===== config.mk =====
export PLATFORM = sky130hd
export DESIGN_NAME = user_au_iir1_mc
export DESIGN_NICKNAME = d
export VERILOG_FILES = /design/src/rtl/user_au_iir1_mc.sv
export SDC_FILE = /design/constraint.sdc
export NUM_CORES = 1
export LEC_CHECK = 0
export BUFFER_PORTS_ARGS = -buffer_cell sky130_fd_sc_hd__buf_2
export CORE_UTILIZATION = 59
export DETAILED_ROUTE_END_ITERATION = 7
export PLACE_DENSITY = 0.79
export SYNTH_ARGS = -nofsm -noshare
export SYNTH_HDL_FRONTEND = slang
export SYNTH_SLANG_ARGS = --single-unit
export TNS_END_PERCENT = 100

===== constraint.sdc =====
create_clock -name clk_i -period 13.22 [get_ports clk_i]
set_input_delay 2.644 -clock clk_i [delete_from_list [all_inputs] [get_ports clk_i]]
set_output_delay 2.644 -clock clk_i [all_outputs]
set_load 0.02 [all_outputs]

===== src/rtl/user_au_iir1_mc.sv =====
// -----------------------------------------------------------------------------
// user_au_iir1_mc
// Time-multiplexed first-order IIR filter (low-pass / high-pass) for the audio
// user domain. A single arithmetic datapath serves NumChannels independent
// channel states. Each sample goes through IDLE -> CALC -> OUT, so at most one
// sample is accepted every three cycles.
//
// Ports
//   clk_i, rst_ni      clock, asynchronous active-low reset
//   data_i, chan_i     input sample (signed) and its channel tag
//   valid_i, ready_o   input handshake
//   data_o, chan_o     filtered sample and its channel tag (registered)
//   valid_o, ready_i   output handshake
//   decay_i            unsigned decay coefficient, clamped to unity
//   mode_i             0 = low-pass, 1 = high-pass
//   bypass_i           pass the captured sample through unchanged
//   clear_i            zero every channel state on the next edge
// -----------------------------------------------------------------------------
module user_au_iir1_mc #(
    parameter int DataWidth   = 32,
    parameter int CoefWidth   = 11,
    parameter int CoefFrac    = 10,
    parameter int NumChannels = 2,
    localparam int ChanWidth  = (NumChannels > 1) ? $clog2(NumChannels) : 1
) (
    input  logic                        clk_i,
    input  logic                        rst_ni,
    input  logic signed [DataWidth-1:0] data_i,
    input  logic [ChanWidth-1:0]        chan_i,
    input  logic                        valid_i,
    output logic                        ready_o,
    output logic signed [DataWidth-1:0] data_o,
    output logic [ChanWidth-1:0]        chan_o,
    output logic                        valid_o,
    input  logic                        ready_i,
    input  logic [CoefWidth-1:0]        decay_i,
    input  logic                        mode_i,
    input  logic                        bypass_i,
    input  logic                        clear_i
);

    localparam int ProdWidth = DataWidth + CoefWidth + 2;
    localparam int LpWidth   = DataWidth + 2;
    localparam logic [CoefWidth-1:0] Unity = CoefWidth'(1 << CoefFrac);

    typedef enum logic [1:0] {
        ST_IDLE,
        ST_CALC,
        ST_OUT
    } state_e;

    state_e state_q, state_d;

    logic signed [DataWidth-1:0] x_q;
    logic [ChanWidth-1:0]        chan_q;
    logic signed [DataWidth-1:0] res_q;
    logic signed [DataWidth-1:0] wr_q;
    logic                        wen_q;
    logic signed [DataWidth-1:0] st_q [NumChannels];

    logic signed [DataWidth-1:0] s;
    logic                        in_range;
    logic                        byp;
    logic [CoefWidth-1:0]        dc;
    logic signed [DataWidth:0]   d;
    logic signed [ProdWidth-1:0] p;
    logic signed [LpWidth-1:0]   lp_w;
    logic signed [LpWidth-1:0]   hp_w;
    logic signed [DataWidth-1:0] lp_sat;
    logic signed [DataWidth-1:0] hp_sat;
    logic signed [DataWidth-1:0] result;
    logic signed [DataWidth-1:0] wr_val;

    // Clamp a DataWidth+2 value into the DataWidth signed range: in range
    // exactly when the three top bits agree.
    function automatic logic signed [DataWidth-1:0] sat(input logic signed [LpWidth-1:0] v);
        if ((v[LpWidth-1:DataWidth-1] == 3'b000) || (v[LpWidth-1:DataWidth-1] == 3'b111)) begin
            return v[DataWidth-1:0];
        end else if (v[LpWidth-1]) begin
            return {1'b1, {(DataWidth-1){1'b0}}};
        end else begin
            return {1'b0, {(DataWidth-1){1'b1}}};
        end
    endfunction

    // ---------------------------------------------------------------- FSM
    always_ff @(posedge clk_i or negedge rst_ni) begin
        if (!rst_ni) begin
            state_q <= ST_IDLE;
        end else begin
            state_q <= state_d;
        end
    end

    always_comb begin
        state_d = state_q;
        ready_o = 1'b0;
        valid_o = 1'b0;
        case (state_q)
            ST_IDLE: begin
                ready_o = 1'b1;
                if (valid_i) begin
                    state_d = ST_CALC;
                end
            end
            ST_CALC: begin
                state_d = ST_OUT;
            end
            ST_OUT: begin
                valid_o = 1'b1;
                if (ready_i) begin
                    state_d = ST_IDLE;
                end
            end
            default: begin
                state_d = ST_IDLE;
            end
        endcase
    end

    // ----------------------------------------------------------- datapath
    // The tag is matched against every channel index rather than used as a
    // direct index, so out-of-range tags never address the state array.
    always_comb begin
        s        = '0;
        in_range = 1'b0;
        for (int unsigned i = 0; i < NumChannels; i++) begin
            if (chan_q == ChanWidth'(i)) begin
                in_range = 1'b1;
                s        = st_q[i];
            end
        end
        byp    = bypass_i | ~in_range;
        dc     = (decay_i > Unity) ? Unity : decay_i;
        d      = {s[DataWidth-1], s} - {x_q[DataWidth-1], x_q};
        p      = ProdWidth'($signed({1'b0, dc})) * ProdWidth'(d);
        // |p >>> CoefFrac| <= 2**DataWidth, so truncation to LpWidth is exact.
        lp_w   = LpWidth'(x_q) + LpWidth'(p >>> CoefFrac);
        lp_sat = sat(lp_w);
        hp_w   = LpWidth'(x_q) - LpWidth'(lp_sat);
        hp_sat = sat(hp_w);
        result = byp ? x_q : (mode_i ? hp_sat : lp_sat);
        wr_val = byp ? x_q : lp_sat;
    end

    always_ff @(posedge clk_i or negedge rst_ni) begin
        if (!rst_ni) begin
            x_q    <= '0;
            chan_q <= '0;
            res_q  <= '0;
            wr_q   <= '0;
            wen_q  <= 1'b0;
        end else begin
            case (state_q)
                ST_IDLE: begin
                    if (valid_i) begin
                        x_q    <= data_i;
                        chan_q <= chan_i;
                    end
                end
                ST_CALC: begin
                    res_q <= result;
                    wr_q  <= wr_val;
                    wen_q <= in_range;
                end
                default: begin
                end
            endcase
        end
    end

    // Channel state: clear has priority over the write on output handshake.
    always_ff @(posedge clk_i or negedge rst_ni) begin
        if (!rst_ni) begin
            for (int unsigned i = 0; i < NumChannels; i++) begin
                st_q[i] <= '0;
            end
        end else if (clear_i) begin
            for (int unsigned i = 0; i < NumChannels; i++) begin
                st_q[i] <= '0;
            end
        end else if ((state_q == ST_OUT) && ready_i && wen_q) begin
            for (int unsigned i = 0; i < NumChannels; i++) begin
                if (chan_q == ChanWidth'(i)) begin
                    st_q[i] <= wr_q;
                end
            end
        end
    end

    assign data_o = res_q;
    assign chan_o = chan_q;

endmodule


==> flow_summary.ini <==
[global_routing]
grt_max_degree = 88
use_met3_pct = 4.055
grt_antenna_before_repair = 0
grt_most_used_layer = met2
grt_pass1_wl_um = 118900
track_usage_pct = 34.50
use_met2_pct = 57.14
use_met1_pct = 44.68
overflow = 0
grt_pass1_vias = 22940

[synth]
synth_cell_types = 78
yosysWarnings = 0
yosysMostFrequentCell = nand2_1
async_reset_ff_share_pct = 100.0
yosys.area.top_type = fa_1
ys_top_cells_by_count = nand2_1, inv_1, fa_1, a21oi_1, ha_1
avgSynthCellArea_um2 = 8.192
synth_nets = 3665
ys_seq_area_share_pct = 16.11
syn-instance-count = 3110
yosys_register_bits = 164
synth-main-ff-cell = dfrtp_1
netlist_area_um2 = 25480
synth_edf_count = 0
synth_top_area_share_pct = 24.59
synth.top_cells.by_area = fa_1, dfrtp_1, ha_1, nand2_1, inv_1

[drt]
wl_per_cell_um = 20.01
vias_per_cell = 6.074
via_count = 23820
drc = 0
firstDrtPassIters = 6
wl_um = 78480
ant_nets = 0
initialDrtViolationCount = 2427

[final_layout]
fin_cells = 3921
nets = 3925
fill_cells = 3309
num_antenna_cells = 0
register_area_um2 = 4105
drive_gt1_share_pct = 19.01
multiInputGateArea_um2 = 19880
final_util_pct = 71.24
area_delta_synth_final_pct = 18.08

[cts]
h-tree-depth = 4
cts_sinks = 164
clock_latency_ps = 460
clk_pin_slew_worst_paths_ps = 70
root_buffer = clkbuf_16
hold_buffers = 0
cts_buffers = 17
cts_tree = yes
clk_path_buf_depth = 2

[sta]
hold_slack_ps = 491.3
worstMarginPinSlew_ps = 1181
fin_tns_setup_ps = 0
slew_violations = 0
slew-limit-headroom_pct = 21.29
final.period_utilization_pct = 98.42
setup_violations = 0
fin_crit_ps = 13010
finClkSkew_ps = 9.446
max_freq_mhz = 76.86
hold_violations = 0

[floorplanning]
die-height_um = 209.8
dieWidth_um = 209.8
core_um2 = 42230
dieArea_um2 = 44020
fp-row-count = 75
pin_count = 86
start_util_pct = 60.33

[worst_setup_path]
end_kind = flop
critPathMaxFanout = 8
max_stage_delay_ps = 550
critPathLaunchType = flop
critPathArrivalTime_ps = 13370
reg2reg_depth = 56
cp_slowest_cell = fa_1
crit_required_ps = 13570
critPathKind = flop to flop

[run_status]
status = finished clean

[place]
placedCellCount = 3844
place_hpwl_um = 59780
place.gp.congestion = 0.9714
portBuffers = 85

[flow_run]
max_cap_viol_count = 0

[min_path]
hold_class = flop to flop
hold_depth = 2
-- path summary, 6_finish.rpt --
| path | slack (ps) | start | endpoint |
|---|---|---|---|
| max reg2reg | 210 | chan_o | data_o[21] |
| min in group asynchronous | 2210 | rst_ni | data_o[29] |
| max | 210 | chan_o | data_o[21] |
| min | 490 | data_o[26] | data_o[26] |
| max in group asynchronous | 9370 | rst_ni | st_q[38] |
| min reg2reg | 490 | data_o[26] | data_o[26] |
-- critical path: cells and delay by family (launching register included) --
kind / cells / cell delay [ps]
simple gates: 10 / 1750
buf+inv: 12 / 1640
compound gates: 24 / 5100
flops: 1 / 460
xor+xnor: 1 / 260
mux: 1 / 340
fa+ha+maj: 8 / 3330
-- cell families after synthesis --
| family | synth area share, % |
|---|---|
| xor gates and xnor gates | 3.678 |
| DFF | 16.11 |
| muxes | 1.876 |
| buffers and inverters | 9.341 |
| AOI/OAI and AO/OA | 17.65 |
| and+or+nand+nor | 17.37 |
| adders and majority gates | 33.97 |
-- cells in the final DEF (no fill, tap or decap), types with 32 or more instances in the layout --
cell and instances:
nand2_1 455, inv_1 440, fa_1 307, buf_4 303
a21oi_1 206, ha_1 168, dfrtp_1 163, nor2_1 121
o21ai_0 114, buf_2 84, and2_1 75, nand3_1 74
a21o_1 67, xnor2_1 65, a211oi_1 58, nor3_1 48
nand2b_1 43, xor2_1 35, and3_1 32
-- flip-flops by register name, indices dropped and copies added, names as in the netlist --
signal	count
st_q	64
chan_o	1
state_q	2
wr_q	32
data_o	32
wen_q	1
x_q	32
-- final cells by class --
type | count | area share [%]
Clock buffer | 19 | 1.472
Sequential cell | 164 | 13.65
Timing Repair Buffer | 419 | 10.71
Inverter | 441 | 5.502
Clock inverter | 12 | 0.3535
Tap cell | 539 | 2.242
Multi-Input combinational cell | 2327 | 66.07
-- per-layer routing --
metal / vias up / share of wire [%]
li1: 10770 / -
met1: 11730 / 39
met2: 1084 / 49
met3: 240 / 6.8
met4: 0 / 5.0
met5: - / 0
-- repair_timing --
item / CTS / global route
resized for setup: 11 / 181
endpoints found under the hold margin: 0 / 0
buffers inserted: 2 / 40
pin swaps: 1 / 95
setup endpoints to repair: 31 / 32
gates cloned: 0 / 7
-- stage by stage --
step	instance area, um2	worst slack, ps
finish	30080	208.9
detailed placement	28210	-305.4
CTS	28820	15.30
floorplan	25480	29.26
global placement	28210	-207.8
global route	30080	-280.2
Power is not shown: default switching activity piles up to over one toggle a cycle in this logic, so the estimate is an artifact.
